[config.mk]
export PLATFORM = sky130hd
export DESIGN_NAME = clk_div_sched_flat
export DESIGN_NICKNAME = d
export VERILOG_FILES = /design/src/rtl/clk_div_sched_if.sv /design/src/rtl/clk_div_sched.sv /design/src/flat_wrapper.sv
export SDC_FILE = /design/constraint.sdc
export NUM_CORES = 1
export LEC_CHECK = 0
export CORE_UTILIZATION = 25
export CTS_CLUSTER_DIAMETER = 200
export DETAILED_ROUTE_END_ITERATION = 6
export PLACE_DENSITY = 0.46
export SYNTH_ARGS = -nofsm -noshare
export SYNTH_HDL_FRONTEND = slang
export SYNTH_SLANG_ARGS = --single-unit
[constraint.sdc]
create_clock -name clk_in -period 3.76 [get_ports clk_in]
set_input_delay 0.752 -clock clk_in [delete_from_list [all_inputs] [get_ports clk_in]]
set_output_delay 0.752 -clock clk_in [all_outputs]
set_load 0.005 [all_outputs]
[src/rtl/clk_div_sched_if.sv]
`default_nettype none
// ============================================================================
// Module   : clk_div_sched_if
// Purpose  : Configuration handshake bundle for clk_div_sched. The register
//            bank (master) offers a half-period and the divider controller
//            (slave) accepts it and reports completion or rejection.
// Signals  : cfg_valid  master->slave  new half-period offered
//            cfg_half   master->slave  offered half-period (clk_in cycles)
//            cfg_ready  slave->master  controller can accept cfg_half
//            cfg_done   slave->master  one-cycle pulse, new ratio in effect
//            cfg_err    slave->master  one-cycle pulse, offered value rejected
// Note     : CNT_W must match the CNT_W of the attached clk_div_sched.
// Revision : 1.0  initial release
// ============================================================================
interface clk_div_sched_if #(
  parameter int CNT_W = 16
) ();
  logic             cfg_valid;
  logic [CNT_W-1:0] cfg_half;
  logic             cfg_ready;
  logic             cfg_done;
  logic             cfg_err;

  modport master (
    output cfg_valid,
    output cfg_half,
    input  cfg_ready,
    input  cfg_done,
    input  cfg_err
  );

  modport slave (
    input  cfg_valid,
    input  cfg_half,
    output cfg_ready,
    output cfg_done,
    output cfg_err
  );
endinterface
`default_nettype wire

[src/rtl/clk_div_sched.sv]
`default_nettype none
// ============================================================================
// Module   : clk_div_sched
// Purpose  : Run-time programmable 50% duty clock divider. Ratio changes and
//            start/stop requests are applied only at phase boundaries so the
//            divided clock never shows a glitch or runt phase and always parks
//            low.
// Ports    : clk_in     system clock
//            reset_n    asynchronous active-low reset
//            enable     run request (level)
//            cfg        clk_div_sched_if.slave config handshake
//            clk_out    divided clock, period 2*cur_half
//            rise_tick  pulse in the first cycle clk_out is high
//            fall_tick  pulse in the first cycle clk_out is low
//            running    high while the divider runs (RUN or PEND)
//            cur_half   half-period currently in effect
// Option   : CLK_DIV_SCHED_CFG_CHECK_EN - when defined, offered values below
//            MIN_HALF are handshaked but discarded and cfg_err pulses; when
//            undefined cfg_err is tied low and only 0 is clamped to 1.
// Revision : 1.0  initial release
// ============================================================================
module clk_div_sched #(
  parameter int CNT_W        = 16,
  parameter int DEFAULT_HALF = 10,
  parameter int MIN_HALF     = 1
) (
  input  wire logic        clk_in,
  input  wire logic        reset_n,
  input  wire logic        enable,
  clk_div_sched_if.slave   cfg,
  output logic             clk_out,
  output logic             rise_tick,
  output logic             fall_tick,
  output logic             running,
  output logic [CNT_W-1:0] cur_half
);

  typedef enum logic [1:0] {
    ST_STOP = 2'd0,
    ST_RUN  = 2'd1,
    ST_PEND = 2'd2
  } state_t;

  localparam logic [CNT_W-1:0] C_DEFAULT_HALF = CNT_W'(DEFAULT_HALF);
  localparam logic [CNT_W-1:0] C_MIN_HALF     = CNT_W'(MIN_HALF);
  localparam logic [CNT_W-1:0] C_ONE          = CNT_W'(1);

  state_t           r_state, w_state_nxt;
  logic [CNT_W-1:0] r_counter, w_counter_nxt;
  logic [CNT_W-1:0] r_cur_half, w_cur_half_nxt;
  logic [CNT_W-1:0] r_shadow, w_shadow_nxt;
  logic             r_clk_out, w_clk_out_nxt;
  logic             r_rise, w_rise_nxt;
  logic             r_fall, w_fall_nxt;
  logic             r_running, w_running_nxt;
  logic             r_cfg_ready, w_cfg_ready_nxt;
  logic             r_cfg_done, w_cfg_done_nxt;
  // Set when a value was accepted while stopped; it is applied next cycle.
  logic             r_stop_apply, w_stop_apply_nxt;

  logic             w_accept;
  logic             w_below_min;
  logic             w_reject;
  logic             w_take;
  logic             w_boundary;
  logic [CNT_W-1:0] w_half_in;

  assign w_accept    = cfg.cfg_valid && r_cfg_ready;
  assign w_below_min = cfg.cfg_half < C_MIN_HALF;
  assign w_half_in   = (cfg.cfg_half == '0) ? C_ONE : cfg.cfg_half;
  assign w_take      = w_accept && !w_reject;
  assign w_boundary  = (r_counter == (r_cur_half - C_ONE));

`ifdef CLK_DIV_SCHED_CFG_CHECK_EN
  logic r_cfg_err;

  assign w_reject = w_accept && w_below_min;

  // Pulse lands in the cycle after the rejected transfer.
  always_ff @(posedge clk_in or negedge reset_n) begin
    if (!reset_n) begin
      r_cfg_err <= 1'b0;
    end else begin
      r_cfg_err <= w_reject;
    end
  end

  assign cfg.cfg_err = r_cfg_err;
`else
  logic w_unused_below_min;

  assign w_reject           = 1'b0;
  assign w_unused_below_min = w_below_min;
  assign cfg.cfg_err        = 1'b0;
`endif

  always_comb begin
    w_state_nxt      = r_state;
    w_counter_nxt    = r_counter;
    w_clk_out_nxt    = r_clk_out;
    w_cur_half_nxt   = r_cur_half;
    w_shadow_nxt     = r_shadow;
    w_stop_apply_nxt = 1'b0;
    w_cfg_done_nxt   = 1'b0;
    w_rise_nxt       = 1'b0;
    w_fall_nxt       = 1'b0;

    if (w_take) begin
      w_shadow_nxt = w_half_in;
    end

    case (r_state)
      ST_STOP: begin
        w_counter_nxt = '0;
        w_clk_out_nxt = 1'b0;
        if (r_stop_apply) begin
          w_cur_half_nxt = r_shadow;
          w_cfg_done_nxt = 1'b1;
        end
        // A transfer taken while stopped holds STOP for one more cycle so the
        // new ratio is in place before the first low phase starts.
        if (w_take) begin
          w_stop_apply_nxt = 1'b1;
        end else if (enable) begin
          w_state_nxt = ST_RUN;
        end
      end

      ST_RUN, ST_PEND: begin
        if (w_boundary) begin
          w_counter_nxt = '0;
          if (r_clk_out) begin
            w_clk_out_nxt = 1'b0;
            w_fall_nxt    = 1'b1;
          end else begin
            // Low-end boundary: the only point where a ratio change or a
            // stop can take effect without shortening a phase.
            if (r_state == ST_PEND) begin
              w_cur_half_nxt = r_shadow;
              w_cfg_done_nxt = 1'b1;
            end
            if (enable) begin
              w_clk_out_nxt = 1'b1;
              w_rise_nxt    = 1'b1;
              w_state_nxt   = ST_RUN;
            end else begin
              w_state_nxt   = ST_STOP;
            end
          end
        end else begin
          w_counter_nxt = r_counter + C_ONE;
        end

        // Transfers only happen in RUN (cfg_ready is low in PEND). A value
        // taken on a low-end boundary waits for the following one; if that
        // boundary is also the stop point, it is applied from STOP instead.
        if (w_take) begin
          if (w_boundary && !r_clk_out && !enable) begin
            w_stop_apply_nxt = 1'b1;
          end else begin
            w_state_nxt = ST_PEND;
          end
        end
      end

      default: begin
        w_state_nxt   = ST_STOP;
        w_counter_nxt = '0;
        w_clk_out_nxt = 1'b0;
      end
    endcase

    w_cfg_ready_nxt = (w_state_nxt != ST_PEND) && !w_stop_apply_nxt;
    w_running_nxt   = (w_state_nxt != ST_STOP);
  end

  always_ff @(posedge clk_in or negedge reset_n) begin
    if (!reset_n) begin
      r_state      <= ST_STOP;
      r_counter    <= '0;
      r_clk_out    <= 1'b0;
      r_cur_half   <= C_DEFAULT_HALF;
      r_shadow     <= C_DEFAULT_HALF;
      r_cfg_ready  <= 1'b1;
      r_cfg_done   <= 1'b0;
      r_rise       <= 1'b0;
      r_fall       <= 1'b0;
      r_running    <= 1'b0;
      r_stop_apply <= 1'b0;
    end else begin
      r_state      <= w_state_nxt;
      r_counter    <= w_counter_nxt;
      r_clk_out    <= w_clk_out_nxt;
      r_cur_half   <= w_cur_half_nxt;
      r_shadow     <= w_shadow_nxt;
      r_cfg_ready  <= w_cfg_ready_nxt;
      r_cfg_done   <= w_cfg_done_nxt;
      r_rise       <= w_rise_nxt;
      r_fall       <= w_fall_nxt;
      r_running    <= w_running_nxt;
      r_stop_apply <= w_stop_apply_nxt;
    end
  end

  assign clk_out       = r_clk_out;
  assign rise_tick     = r_rise;
  assign fall_tick     = r_fall;
  assign running       = r_running;
  assign cur_half      = r_cur_half;
  assign cfg.cfg_ready = r_cfg_ready;
  assign cfg.cfg_done  = r_cfg_done;

endmodule
`default_nettype wire

[src/flat_wrapper.sv]
// flat-port wrapper written by rule: the top's interface ports become plain ports
module clk_div_sched_flat 
#(
  parameter int CNT_W        = 16,
  parameter int DEFAULT_HALF = 10,
  parameter int MIN_HALF     = 1
)
  (clk_in, reset_n, enable, clk_out, rise_tick, fall_tick, running, cur_half, cfg_cfg_valid, cfg_cfg_half, cfg_cfg_ready, cfg_cfg_done, cfg_cfg_err);
  clk_div_sched_if #(.CNT_W(CNT_W)) cfg_i ();
  input  wire logic clk_in;
  input  wire logic reset_n;
  input  wire logic enable;
  output logic clk_out;
  output logic rise_tick;
  output logic fall_tick;
  output logic running;
  output logic [CNT_W-1:0] cur_half;
  input wire logic [$bits(cfg_i.cfg_valid)-1:0] cfg_cfg_valid;
  input wire logic [$bits(cfg_i.cfg_half)-1:0] cfg_cfg_half;
  output wire logic [$bits(cfg_i.cfg_ready)-1:0] cfg_cfg_ready;
  output wire logic [$bits(cfg_i.cfg_done)-1:0] cfg_cfg_done;
  output wire logic [$bits(cfg_i.cfg_err)-1:0] cfg_cfg_err;
  assign cfg_i.cfg_valid = cfg_cfg_valid;
  assign cfg_i.cfg_half = cfg_cfg_half;
  assign cfg_cfg_ready = cfg_i.cfg_ready;
  assign cfg_cfg_done = cfg_i.cfg_done;
  assign cfg_cfg_err = cfg_i.cfg_err;
  clk_div_sched #(.CNT_W(CNT_W), .DEFAULT_HALF(DEFAULT_HALF), .MIN_HALF(MIN_HALF)) u_core (.clk_in(clk_in), .reset_n(reset_n), .enable(enable), .cfg(cfg_i), .clk_out(clk_out), .rise_tick(rise_tick), .fall_tick(fall_tick), .running(running), .cur_half(cur_half));
endmodule
-- Word-level counts from Yosys, hierarchy flattened
Cells that the tools add are included.
W data, S select, Z words.
- logic and storage cells: 68
- input port bits: 20
- output and inout bits: 23
- register bits after elaboration: 57
- add/subtract/negate cells: 2
- reductions and logical operators: 13
- equality and inequality tests: 8
- multiplexer cells: 34
- operators with widths (kind ; count):
    $mux W16 ; 7
    $pmux W16 S2 ; 1
    $mux W1 ; 17
    $add A16 B1 Y16 const B ; 1
    $eq A16 B16 Y1 ; 1
    $logic_not A16 Y1 ; 1
    $sub A16 B1 Y16 const B ; 1
    $mux W2 ; 6
    $ne A2 B1 Y1 const B ; 3
    $reduce_and A5 Y1 ; 1
    $logic_and A1 B1 Y1 ; 4
    $ne A2 B2 Y1 const B ; 2
    $pmux W1 S2 ; 2
    $pmux W2 S2 ; 1
    $reduce_bool A2 Y1 ; 2
    $logic_not A1 Y1 ; 3
    $eq A2 B1 Y1 const B ; 1
    $eq A2 B2 Y1 const B ; 1
    $logic_not A2 Y1 ; 1
    $reduce_or A2 Y1 ; 1

-- Longest topological paths before layout
- word-level depth: 9
- depth in mapped cells: 12
- depth with buffers taken out: 10

-- Worst setup path before layout
No wires, ideal clock.
- kind: reg2reg
- start point: register u_core.r_cur_half[3] (netlist: u_core.cur_half[3])
- end point: register u_core.r_cur_half[10] (netlist: u_core.cur_half[10])
- required time: 3.633 ns
- period minus slack after synthesis: 2.877 ns
- path buffers: 2
- setup slack: 0.883 ns
- setup time: 0.127 ns
- stages on the path, launching flop included: 11
- arrival: 2.749 ns
- path through: dfstp_2 or3_1 nor3_2 or4_1 a311o_1 nor4_2 a41o_1 o2111a_1 buf_4 buf_6 mux2_1
- cells in the longest elaborated chain, start to end: 4
- RTL lines (item ; RTL line ; RTL):
    start: declaration ; clk_div_sched.sv:50 ; logic [CNT_W-1:0] r_cur_half, w_cur_half_nxt;
    start signal: assignment ; clk_div_sched.sv:194 ; r_cur_half <= w_cur_half_nxt;
    $sub A16 B1 Y16 ; clk_div_sched.sv:72 ; assign w_boundary = (r_counter == (r_cur_half - C_ONE));
    $eq A16 B16 Y1 ; clk_div_sched.sv:72 ;
    $ne A2 B1 Y1 (no line) ; -- ;
    $reduce_and A5 Y1 (no line) ; -- ;
Every way passes these cells.
A chain may end at the register's enable or synchronous reset.

-- Worst setup path after layout
- start point: register u_core.r_cur_half[2] (netlist: u_core.cur_half[2])
- end point: register u_core.r_stop_apply
- cells in the longest elaborated chain, start to end: 7
- RTL lines (item ; RTL line ; RTL):
    $sub A16 B1 Y16 ; clk_div_sched.sv:72 ;
    $eq A16 B16 Y1 ; clk_div_sched.sv:72 ;
    $logic_and A1 B1 Y1 (2 in a row) ; clk_div_sched.sv:158 ; if (w_boundary && !r_clk_out && !enable) begin
    $mux W1 ; clk_div_sched.sv:158 ;
    $mux W1 ; clk_div_sched.sv:157 ; if (w_take) begin
    $pmux W1 S2 ; clk_div_sched.sv:112 ; case (r_state)
    via u_core.w_stop_apply_nxt ; clk_div_sched.sv:59 ; logic r_stop_apply, w_stop_apply_nxt;
    end signal: assignment ; clk_div_sched.sv:201 ; r_stop_apply <= w_stop_apply_nxt;
    end: declaration ; clk_div_sched.sv:59 ;
The timed path passes the listed nets, and every way through them passes these cells.

==> reports/results.txt <==
Syn_area_per_cell: 11.1 um2
Cells after Synth: 273
Fin Hold WS: 471 ps
CP Launch Type: flop
#FFs+latches synth: 57
HPWL after detailed placement: 5170 um
Mapped Area: 0.00302 mm2
Period minus WS final: 3200 ps
Final setup fails: 0
Routed Antenna Nets: 0
Per-cell routed wire length: 14.6 um
Cts repair resizes: 0
Initial DRC Count: 97
Initial antenna violation count: 0
Post-Route WL: 6860 um
CORE AREA: 0.0116 mm2
Gr usage total: 11.9%
Actual slew at the worst max-slew pin: 672 ps
Die Y: 112 um
Count of input and output buffers: 41
CTS Buf Count: 9
First-pass GRT wire length: 11500 um
Outcome: finished, violations left
Crit Path Category: flop to flop
Diode count: 0
DRC: 2
Worst R2R Path Depth: 8
Critical path endpoint category: flop
Commonest non-fill, non-tap cell in the layout: dfrtp_1
Setup bufs post-CTS: 0
Reg clk slew, reported paths: 60 ps
Relative slew slack: 54.6%
Final core utilization: 33.5%
Via-to-Cell Ratio: 4.69
Fill cells: 1209
Vias in the first global route: 2229
Post-synth EDFFs: 0
DR pass1 iterations: 6
Vias after detailed routing: 2203
Worst Path Max Fanout: 8
Starting Density: 26.0%
Req. time, crit path: 4020 ps
Final GP Congestion: 0.767
Clock skew: 8.21 ps
Gr ovfl total: 0
Layout cells sized above 1: 15.0%
Fin area: 0.00389 mm2
Failing checks: design-rule violations
Worst hold path type: input port to async pin
DIE AREA: 0.0125 mm2
Pwr/cell area: 781 mW/mm2
Syn Nets: 299
CTS Buffer Depth: 2
Layout Nets: 348
Maximum clock frequency: 312 MHz
CTS tree: built
# rows: 39
DIE WIDTH: 112 um
Leading cell types in the layout, fill and taps excluded: dfrtp_1, clkdlybuf4s50_1, nor2_1, xnor2_1
Reg-to-reg endpoint: u_core.r_stop_apply$_DFF_PN0_
Pin count of the biggest net entering global routing: 31
Post-synth ARST share: 100%
CTS Sinks: 57
Post-route setup TNS: 0 ps
Setup slack, reg-to-reg: 560 ps
Launch point of the worst reg-to-reg path: u_core.cur_half[2]$_DFFE_PN0P_
Final hold violations: 0
Netlist cell types: 51
I/O Pins: 43
RSZ-0062 raised after global routing: false
# Max-Cap Violations: 0
Area Growth Syn to Fin: 28.7%
Maximum vdd drop: 0.265 mV
Hold_buf cts: 0
Clock latency on the worst-skew pair: 320 ps
Final Cycle Share: 85.1%
Pins Over Slew Limit: 0
Pleak: 1.54 nW
Sequential area share after synthesis: 47.4%
Top_reg_cell synth: dfrtp_1
DP Area: 0.00359 mm2
Arrival @ worst endpoint: 3460 ps
Synth warn: 0
H-tree depth: 3
Root Buffer: clkbuf_16
[flip-flops by register name, indices dropped and copies added (netlist names)]
signal,cells
u_core.cfg.cfg_done,1
u_core.clk_out,1
u_core.cur_half,16
u_core.running,1
u_core.fall_tick,1
u_core.r_shadow,16
u_core.rise_tick,1
u_core.r_state,2
u_core.r_counter,16
u_core.cfg.cfg_ready,1
u_core.r_stop_apply,1
[final cells by class]
cell class / count / area, um2 / area share [%]
multi-input cells: 199 / 1510 / 38.8
flip-flops and latches: 57 / 1430 / 36.8
repair buffers: 44 / 428 / 11.0
clock buffers: 10 / 229 / 5.89
well taps: 143 / 179 / 4.60
clock inverters: 6 / 68.8 / 1.77
inverters: 11 / 41.3 / 1.06
[per-layer routing]
layer  up-vias  share of wire [%]  global-route usage [%]
li1       1073                  -                       -
met1      1086                 51                    16.4
met3         9                2.6                    2.07
met2        35                 45                    18.1
met5         -                  0                       0
met4         0                1.4                    5.87
[through the flow]
stage | total power (W) | setup slack (ps) | instances
2_1_floorplan | 0.00180 | 883 | 273
3_3_place_gp | 0.00225 | 641 | 454
3_5_place_dp | 0.00226 | 628 | 454
4_1_cts | 0.00308 | 611 | 470
5_1_grt | 0.00325 | 374 | 470
6_report | 0.00304 | 559 | 470
[worst max-delay path, stage by stage, from the launching register on]
cell,delay (ps)
dfrtp_1,480
nor3_1,290
a21boi_0,180
or4_1,490
a311o_1,370
nor4_2,220
nand3_1,250
o41ai_1,620
and2_1,220
[how the worst max path moves through the flow]
stage,startpoint,to,slack [ps],cells past startpoint
after global placement,u_core.cur_half[2]$_DFFE_PN0P_,u_core.r_stop_apply$_DFF_PN0_,640,8
after detailed placement,u_core.cur_half[2]$_DFFE_PN0P_,u_core.r_stop_apply$_DFF_PN0_,630,8
after global routing,u_core.cur_half[2]$_DFFE_PN0P_,u_core.r_stop_apply$_DFF_PN0_,370,8
after CTS,u_core.cur_half[2]$_DFFE_PN0P_,u_core.cur_half[15]$_DFFE_PN0P_,610,9
final,u_core.cur_half[2]$_DFFE_PN0P_,u_core.r_stop_apply$_DFF_PN0_,560,8
after floorplan,u_core.cur_half[3]$_DFFE_PN1P_,u_core.cur_half[10]$_DFFE_PN0P_,880,10
[where the power goes]
group | internal [W] | switching [W]
clock network | 0.000514 | 0.000294
registers | 0.000835 | 0.000264
logic | 0.000615 | 0.000514
total | 0.00196 | 0.00107
[logic make-up (layout without fill, tap and decap cells)]
kind of cell	count (synthesis)	count (layout)	synth area share, %
flip-flops	57	57	47.4
adder cells (fa/ha/maj)	6	6	2.48
XOR/XNOR	35	35	10.6
other	1	1	0.124
AND/OR/NAND/NOR	102	102	18.0
multiplexers	34	34	12.6
buffers and inverters	17	71	2.61
AO/OA/AOI/OAI	21	21	6.17
[cells in the mapped netlist (2+ instances only)]
cell type	n	area, um2
o21ai_0	3	15.0
inv_1	11	41.3
and2_1	4	25.0
nor3_1	7	35.0
nor2_1	30	113
nor3_2	2	20.0
xnor2_1	21	184
mux2_1	16	180
ha_1	6	75.1
nand3b_1	2	15.0
nand2_1	16	60.1
buf_4	2	15.0
mux2i_1	2	20.0
dfstp_2	5	131
xor2_1	13	114
nor4_1	6	37.5
mux2_2	16	180
dfrtp_1	52	1300
clkbuf_1	3	11.3
and3_1	4	25.0
or4_1	3	22.5
nand3_1	15	75.1
a21oi_1	3	15.0
nand4_1	4	25.0
No activity file was read; power rests on OpenSTA's default activity.
==> patch (same settings) <==
`CNT_W` is set to 16 in 3 places; all go to 20.
--- a/src/rtl/clk_div_sched_if.sv
+++ b/src/rtl/clk_div_sched_if.sv
@@ -13,7 +13,7 @@
 // Revision : 1.0  initial release
 // ============================================================================
 interface clk_div_sched_if #(
-  parameter int CNT_W = 16
+  parameter int CNT_W = 20
 ) ();
   logic             cfg_valid;
   logic [CNT_W-1:0] cfg_half;
--- a/src/rtl/clk_div_sched.sv
+++ b/src/rtl/clk_div_sched.sv
@@ -20,7 +20,7 @@
 // Revision : 1.0  initial release
 // ============================================================================
 module clk_div_sched #(
-  parameter int CNT_W        = 16,
+  parameter int CNT_W        = 20,
   parameter int DEFAULT_HALF = 10,
   parameter int MIN_HALF     = 1
 ) (
--- a/src/flat_wrapper.sv
+++ b/src/flat_wrapper.sv
@@ -1,7 +1,7 @@
 // flat-port wrapper written by rule: the top's interface ports become plain ports
 module clk_div_sched_flat 
 #(
-  parameter int CNT_W        = 16,
+  parameter int CNT_W        = 20,
   parameter int DEFAULT_HALF = 10,
   parameter int MIN_HALF     = 1
 )
Interface: changed (resized cfg_cfg_half and cur_half); port bits go from 43 to 51. No check against the original RTL was run, so the function may have changed too.
==> patch against the original RTL <==
Synthesized area is 26% higher; worst hold slack better by 0.028 ns; clock power is 22% higher; die area is 26% higher; design area is 27% higher; sequential share of layout area is 1.7 points lower; clock skew is 0.0030 ns lower; routed wire length is 34% higher; power is 33% higher; global-route usage is 0.43 points higher; sequential cell count is 12 higher; setup slack worse by 0.26 ns; highest routed layer unchanged.
==> patch: results <==
export IMPL_firstDrtPassIters=4
export IMPL_nets=439
export IMPL_finalClockSkew_ns=0.00521
export IMPL_outcome="complete, no violations"
export IMPL_r2r_end="u_core.cur_half[5]"
export IMPL_grt_max_degree=70
export IMPL_dpl_hpwl_um=6830
export IMPL_hold_path_class="reg2reg"
export IMPL_rr_startpoint="u_core.cur_half[1]"
export IMPL_slew_headroom_pct=41.3
export IMPL_drive_gt1_share_pct=21.0
export IMPL_switching_share_pct=33.4
export IMPL_placed_cell_area_mm2=0.00458
export IMPL_ir_drop_uv=295
export IMPL_yosys_top_cells_area="dfrtp_1, mux2_4, mux2_2"
export IMPL_grt_pass1_wl_um=14900
export IMPL_syn_nets=381
export IMPL_synth_commonest_cells="dfrtp_1, nor2_1, xnor2_1"
export IMPL_r2r_cells=11
export IMPL_synth_cell_type_count=54
export IMPL_synth_seq_area_share_pct=45.4
export IMPL_cp_arrival_ns=3.67
export IMPL_rrSetupSlack_ns=0.30
export IMPL_p_leak_nw=1.96
export IMPL_via_count=2794
export IMPL_grt_usage_pct=12.4
export IMPL_place_gp_congestion=0.780
patch: area by class of cell:
cell class                      instances  area (um2)
Fill cell                            1478        9770
Multi-Input combinational cell        259        1990
Sequential cell                        69        1730
Timing Repair Buffer                   63         603
Clock buffer                           10         239
Tap cell                              184         230
Clock inverter                          6         110
Inverter                                7        26.3
patch: worst max path at each step:
| stage | from | to |
|---|---|---|
| after floorplan | u_core.cur_half[0] | u_core.cur_half[0] |
| after global placement | u_core.cur_half[0] | u_core.cur_half[5] |
| after detailed placement | u_core.cur_half[1] | u_core.cur_half[5] |
| after CTS | u_core.cur_half[1] | u_core.cur_half[5] |
| after global routing | u_core.cur_half[1] | u_core.cur_half[7] |
| final | u_core.cur_half[1] | u_core.cur_half[5] |
patch: layer usage:
metal,GRT usage [%],vias to the layer above,wire (um)
li1,-,1374,-
met1,15.5,1369,4300
met5,0,-,0
met4,4.95,0,131
met3,2.91,7,265
met2,20.5,44,4460
patch: cells by family (layout without fill, tap and decap cells):
kind of cell,count (synthesis),after routing,share of synthesized area [%]
other,1,1,0.0982
AND/OR/NAND/NOR,128,128,17.9
flip-flops,69,69,45.4
buffers and inverters,23,86,2.79
XOR/XNOR,45,45,10.3
multiplexers,42,42,14.3
adder cells (fa/ha/maj),6,6,1.97
AO/OA/AOI/OAI,37,37,7.31
patch: power groups by stage:
stage / clock network (mW) / logic [mW] / registers, mW
after floorplan: 0 / 1.20 / 1.23
after global placement: 0 / 1.79 / 1.29
after detailed placement: 0 / 1.81 / 1.30
after CTS: 1.01 / 1.81 / 1.29
after global routing: 1.04 / 1.95 / 1.32
final: 0.985 / 1.78 / 1.28
patch: critical path, stage by stage (launching register included):
cell and delay (ns):
dfstp_2 0.39, inv_1 0.05, ha_1 0.14, or4b_4 0.50
or3_1 0.35, or4_4 0.50, a211oi_2 0.22, o21a_2 0.17
nand4_1 0.14, a211oi_4 0.30, buf_12 0.23, mux2_4 0.31
patch: per-stage QoR:
step	std cells	setup WS [ns]	hold WS (ns)
floorplan	351	0.313	0.450
global placement	582	0.321	0.490
detailed placement	582	0.296	0.489
CTS	598	0.287	0.501
global route	598	0.165	0.515
finish	598	0.301	0.499
